--- src/rtl/axi_lite_arbiter.sv ---
//------------------------------------------------------------------------------
// axi_lite_arbiter : two-master (fetch / LSU), one-slave arbiter for the shared SRAM.
// Optional round-robin fairness between masters: define ARB_ROUND_ROBIN_EN.
// Revision: 1.0
//------------------------------------------------------------------------------
`default_nettype none

module axi_lite_arbiter (
  input  logic        clk,
  input  logic        reset,
  input  logic [63:0] m0_araddr,
  input  logic        m0_arvalid,
  output logic        m0_arready,
  output logic [63:0] m0_rdata,
  output logic        m0_rvalid,
  input  logic        m0_rready,
  input  logic [63:0] m1_araddr,
  input  logic        m1_arvalid,
  output logic        m1_arready,
  output logic [63:0] m1_rdata,
  output logic        m1_rvalid,
  input  logic        m1_rready,
  input  logic [63:0] m1_waddr,
  input  logic [63:0] m1_wdata,
  input  logic [7:0]  m1_w_shifter,
  input  logic [7:0]  m1_w_DWHB,
  input  logic        m1_wvalid,
  output logic        m1_wready,
  output logic        m1_bvalid,
  input  logic        m1_bready,
  output logic [63:0] s_araddr,
  output logic        s_arvalid,
  input  logic        s_arready,
  input  logic [63:0] s_rdata,
  input  logic        s_rvalid,
  output logic        s_rready,
  output logic [63:0] s_waddr,
  output logic [63:0] s_wdata,
  output logic [7:0]  s_w_shifter,
  output logic [7:0]  s_w_DWHB,
  output logic        s_wvalid,
  input  logic        s_wready,
  input  logic        s_bvalid,
  output logic        s_bready
);

  localparam logic [1:0] c_idle  = 2'd0;
  localparam logic [1:0] c_m0_rd = 2'd1;
  localparam logic [1:0] c_m1_rd = 2'd2;
  localparam logic [1:0] c_m1_wr = 2'd3;

  logic [1:0] r_state;
  logic [1:0] w_state_nxt;
  logic       r_addr_done;
  logic       w_addr_done_nxt;
  logic       w_m1_req;
  logic       w_prefer_m0;
  logic       w_gnt_valid;
  logic       w_addr_hs;
  logic       w_resp_hs;

`ifdef ARB_ROUND_ROBIN_EN
  localparam logic c_grant_m0 = 1'b0;
  localparam logic c_grant_m1 = 1'b1;

  logic r_last_grant;

  always_ff @(posedge clk) begin
    if (reset) begin
      r_last_grant <= c_grant_m1;
    end else if (r_state == c_idle && w_state_nxt != c_idle) begin
      r_last_grant <= (w_state_nxt == c_m0_rd) ? c_grant_m0 : c_grant_m1;
    end
  end

  assign w_prefer_m0 = (r_last_grant == c_grant_m1);
`else
  assign w_prefer_m0 = 1'b0;
`endif

  assign w_m1_req  = m1_wvalid | m1_arvalid;
  assign w_addr_hs = (s_arvalid & s_arready) | (s_wvalid & s_wready);
  assign w_resp_hs = (s_rvalid & s_rready) | (s_bvalid & s_bready);

  always_ff @(posedge clk) begin
    if (reset) begin
      r_state     <= c_idle;
      r_addr_done <= 1'b0;
    end else begin
      r_state     <= w_state_nxt;
      r_addr_done <= w_addr_done_nxt;
    end
  end

  always_comb begin
    w_state_nxt     = r_state;
    w_addr_done_nxt = r_addr_done;
    w_gnt_valid     = 1'b0;
    case (r_state)
      c_m0_rd: w_gnt_valid = m0_arvalid;
      c_m1_rd: w_gnt_valid = m1_arvalid;
      c_m1_wr: w_gnt_valid = m1_wvalid;
      default: w_gnt_valid = 1'b0;
    endcase
    if (r_state == c_idle) begin
      w_addr_done_nxt = 1'b0;
      // Within M1 a write always beats a read; between masters fairness may override.
      if (w_m1_req && !(m0_arvalid && w_prefer_m0)) begin
        w_state_nxt = m1_wvalid ? c_m1_wr : c_m1_rd;
      end else if (m0_arvalid) begin
        w_state_nxt = c_m0_rd;
      end
    end else if (!r_addr_done) begin
      // A master withdrawing its request before the address handshake cancels it.
      if (!w_gnt_valid) begin
        w_state_nxt = c_idle;
      end else if (w_addr_hs) begin
        w_addr_done_nxt = 1'b1;
      end
    end else if (w_resp_hs) begin
      w_state_nxt     = c_idle;
      w_addr_done_nxt = 1'b0;
    end
  end

  always_comb begin
    m0_arready  = 1'b0;
    m0_rdata    = 64'd0;
    m0_rvalid   = 1'b0;
    m1_arready  = 1'b0;
    m1_rdata    = 64'd0;
    m1_rvalid   = 1'b0;
    m1_wready   = 1'b0;
    m1_bvalid   = 1'b0;
    s_araddr    = 64'd0;
    s_arvalid   = 1'b0;
    s_rready    = 1'b0;
    s_waddr     = 64'd0;
    s_wdata     = 64'd0;
    s_w_shifter = 8'd0;
    s_w_DWHB    = 8'd0;
    s_wvalid    = 1'b0;
    s_bready    = 1'b0;
    case (r_state)
      c_m0_rd: begin
        if (!r_addr_done) begin
          s_araddr   = m0_araddr;
          s_arvalid  = m0_arvalid;
          m0_arready = s_arready;
        end else begin
          m0_rdata  = s_rdata;
          m0_rvalid = s_rvalid;
          s_rready  = m0_rready;
        end
      end
      c_m1_rd: begin
        if (!r_addr_done) begin
          s_araddr   = m1_araddr;
          s_arvalid  = m1_arvalid;
          m1_arready = s_arready;
        end else begin
          m1_rdata  = s_rdata;
          m1_rvalid = s_rvalid;
          s_rready  = m1_rready;
        end
      end
      c_m1_wr: begin
        if (!r_addr_done) begin
          s_waddr     = m1_waddr;
          s_wdata     = m1_wdata;
          s_w_shifter = m1_w_shifter;
          s_w_DWHB    = m1_w_DWHB;
          s_wvalid    = m1_wvalid;
          m1_wready   = s_wready;
        end else begin
          m1_bvalid = s_bvalid;
          s_bready  = m1_bready;
        end
      end
      default: begin
      end
    endcase
  end

endmodule

`default_nettype wire
--- config.mk ---
export PLATFORM = sky130hd
export DESIGN_NAME = axi_lite_arbiter
export DESIGN_NICKNAME = d
export VERILOG_FILES = /design/src/rtl/axi_lite_arbiter.sv
export SDC_FILE = /design/constraint.sdc
export NUM_CORES = 1
export LEC_CHECK = 0
export ABC_AREA = 1
export BUFFER_PORTS_ARGS = -buffer_cell sky130_fd_sc_hd__buf_2
export CAP_MARGIN = 0
export CORE_AREA = 2 2 272 274
export DETAILED_ROUTE_END_ITERATION = 16
export DIE_AREA = 0 0 274 276
export GPL_TIMING_DRIVEN = 0
export PLACE_DENSITY = 0.35
export SYNTH_ARGS = -nofsm -noshare
export SYNTH_HDL_FRONTEND = slang
export SYNTH_SLANG_ARGS = --single-unit
--- constraint.sdc ---
create_clock -name clk -period 1.84 [get_ports clk]
set_input_delay 0.184 -clock clk [delete_from_list [all_inputs] [get_ports clk]]
set_output_delay 0.184 -clock clk [all_outputs]
set_load 0.01 [all_outputs]
==> results.md <==
* Slowest stage delay, CP at between 0.3 and 0.4 ns
* Post-Synthesis Cells at between 800 and 900
* CP Class: flip-flop to output pin
* FMAX at 510 MHz
* Net count after synthesis at ~1200
* Clock slew at reported path FFs at roughly 0.03 ns
* Port Buf Inserts at 693
* Clock root buffer: clkbuf_16
* Worst EP arrival at ~1.8 ns
* RSZ-0062 raised after global routing: yes
* DRT iter0 DRCs at ~300
* CTS HTree Levels at 1
* Ys Warns at 0
* WL/cell at between 15 and 20 um
* Run status: finished with violations
* Post-placement cell count at around 2500
* Final core occ at between 10% and 20%
* Min-delay worst type: primary input to flip-flop
* Initial antenna violation count at 6
* Vias in the first global route at ~8000
* Latest clock arrival within the worst-skew pair at 0.22 ns
* Die W at 274 um
* DIE HEIGHT at between 200 and 300 um
* Synth-to-layout area growth at 145%
* Maximum root-to-sink buffer count at 2
* Synth unique cells at 21
* Post-Syn Area at about 4400 um2
* Final WS setup at -0.119 ns
* Max VDD drop at between 0.2 and 0.3 mV
* N_diodes at 0
* Minimum clock period at approximately 2 ns
* Worst-path cell chain: inv_4 > ha_4 > clkinvlp_4 > buf_12 > buf_12 > nor3_4 > buf_2
* Core region area at slightly above 70000 um2
* Layout cells sized above 1 at 70.3%
* GR Overflow Total at 0
* Actual slew at the worst max-slew pin at about 0.32 ns
* Tcrit/Tclk final at 106%
* Drt via density at ~3.2
* Crit path max-delay family: buffers and inverters
* PwrDens at 311 nW/um2
* IO Count at between 600 and 700
* Final Hold Slack at ~0.15 ns
* Global-route wire length before repair at just over 50000 um
* DIE AREA at roughly 76000 um2
* Nets at 1895
* Failing checks: negative setup slack
* Clk_skew at between 0.0007 and 0.0008 ns
* Non-Filler Instances at 2500
* Count of final setup violators at between 100 and 150
* Mean Syn Cell Area at around 5.3 um2
* Largest net degree at the start of global routing at 11
* CTS tree: done
* Commonest cells after routing, fill and taps aside: buf_2 (676), nand2_1 (282), nor3_2 (92)
* CP required at around 1.7 ns
* Critical-path top delay cell: dfxtp_4
* Most common cell after layout, fill and taps aside: buf_2
* Hold_buf cts at 0
* DRC at 0
* Gr usage total at roughly 9%
* Register area at 67.6 um2
* CTS buffer count at 3
* Most used cell, CP: buf_12
* Initial Util at 6.05%
* Startpoint types: flip-flop
* Placer Congestion at ~0.85
* Crit path buffers/inverters at 5
* Final hold vios at 0
* CP Max Fanout at 10
* Placement Rows at 99
* Fin Setup TNS at -4.03 ns
* Vias at 8037
* DRT Pass-1 Iters at 6
* Final ANT Viol Nets at 0
* Final wirelength at 38300 um
* Max-cap violations at 0
* Worst slew margin at between 70% and 80%
* Synth Register Bits at 3
* Post-synthesis sequential area ratio at between 1 and 1.5%
* Leak at 0.00583 uW
* Multi-input gate area at between 4000 and 5000 um2
* Filler instances at between 8000 and 9000
* CP Capture Type: output pin
* DPL Wire Length at approximately 32000 um
* Clk sink count at 3
* Fin. max-slew vios at 0
-- cells by family (layout without fill, tap and decap cells) --
logic type / Yosys count / after routing / share of synthesized area [%]
simple gates: 579 / 579 / 65.3
buf+inv: 164 / 884 / 19.7
compound gates: 70 / 70 / 12.3
fa+ha+maj: 5 / 5 / 1.43
flops: 3 / 3 / 1.37
-- where the power goes --
group	switching (uW)	internal (uW)	total, uW
clock network	52.7	285	338
logic	1660	1270	2920
registers	14.8	74.4	89.2
total	1720	1630	3350
-- worst paths after layout --
kind,startpoint,endpoint,slack [ns],cells past startpoint
worst min register to register,r_state[1]$_SDFFE_PP0P_,r_state[1]$_SDFFE_PP0P_,0.53,2
worst max-delay path,r_state[1]$_SDFFE_PP0P_,m0_rdata[56],-0.12,7
worst max register to register,r_state[0]$_SDFFE_PP0P_,r_state[1]$_SDFFE_PP0P_,0.22,9
worst min-delay path,reset,r_state[0]$_SDFFE_PP0P_,0.15,2
-- metal layers --
metal | up-vias | track usage (%) | wire length, um
met5 | - | 0 | 22
met4 | 4 | 2.93 | 1350
met3 | 46 | 2.08 | 3060
met2 | 451 | 16.9 | 19200
met1 | 3557 | 10.0 | 14600
li1 | 3979 | - | -
-- final cells by class --
| class | count | area share [%] |
|---|---|---|
| plain buffers | 80 | 10.1 |
| clock buffers | 4 | 0.732 |
| inverters | 82 | 3.06 |
| multi-input cells | 654 | 38.0 |
| flip-flops and latches | 3 | 0.627 |
| well taps | 959 | 11.1 |
| repair buffers | 718 | 36.4 |
-- flip-flops by register name, indices dropped and copies added, names as in the netlist --
| name | flops |
|---|---|
| r_state | 2 |
| r_addr_done | 1 |
-- synthesized netlist by cell type --
library cell | number | area (um2)
buf_2 | 31 | 155
nor3_1 | 34 | 170
o21ai_0 | 2 | 10.0
inv_1 | 80 | 300
inv_4 | 1 | 6.26
nor2_1 | 150 | 563
buf_4 | 15 | 113
nand3_1 | 8 | 40.0
dfxtp_1 | 3 | 60.1
clkbuf_1 | 15 | 56.3
nand2_1 | 284 | 1070
nand4_1 | 1 | 6.26
and2_1 | 1 | 6.26
nor3_2 | 100 | 1000
nor2_4 | 1 | 11.3
a21oi_1 | 18 | 90.1
ha_1 | 5 | 62.6
inv_2 | 1 | 3.75
buf_6 | 20 | 225
buf_1 | 1 | 3.75
a21oi_2 | 50 | 438
-- timing repair --
item / 4_1_cts / 5_1_grt
setup buffers: 10 / 5
gates resized for setup: 214 / 142
pin swaps: 8 / 13
setup endpoints to repair: 346 / 320
cloned: 3 / 7
-- stage by stage --
step	total power (uW)	area (um2)	setup WS, ns
3_3_place_gp	2360	9060	-0.483
6_report	3350	10800	-0.119
2_1_floorplan	1270	4390	0.348
4_1_cts	3220	10200	-0.159
5_1_grt	3600	10800	-0.190
3_5_place_dp	2340	9060	-0.527
Power figures use the tool's default switching activity.
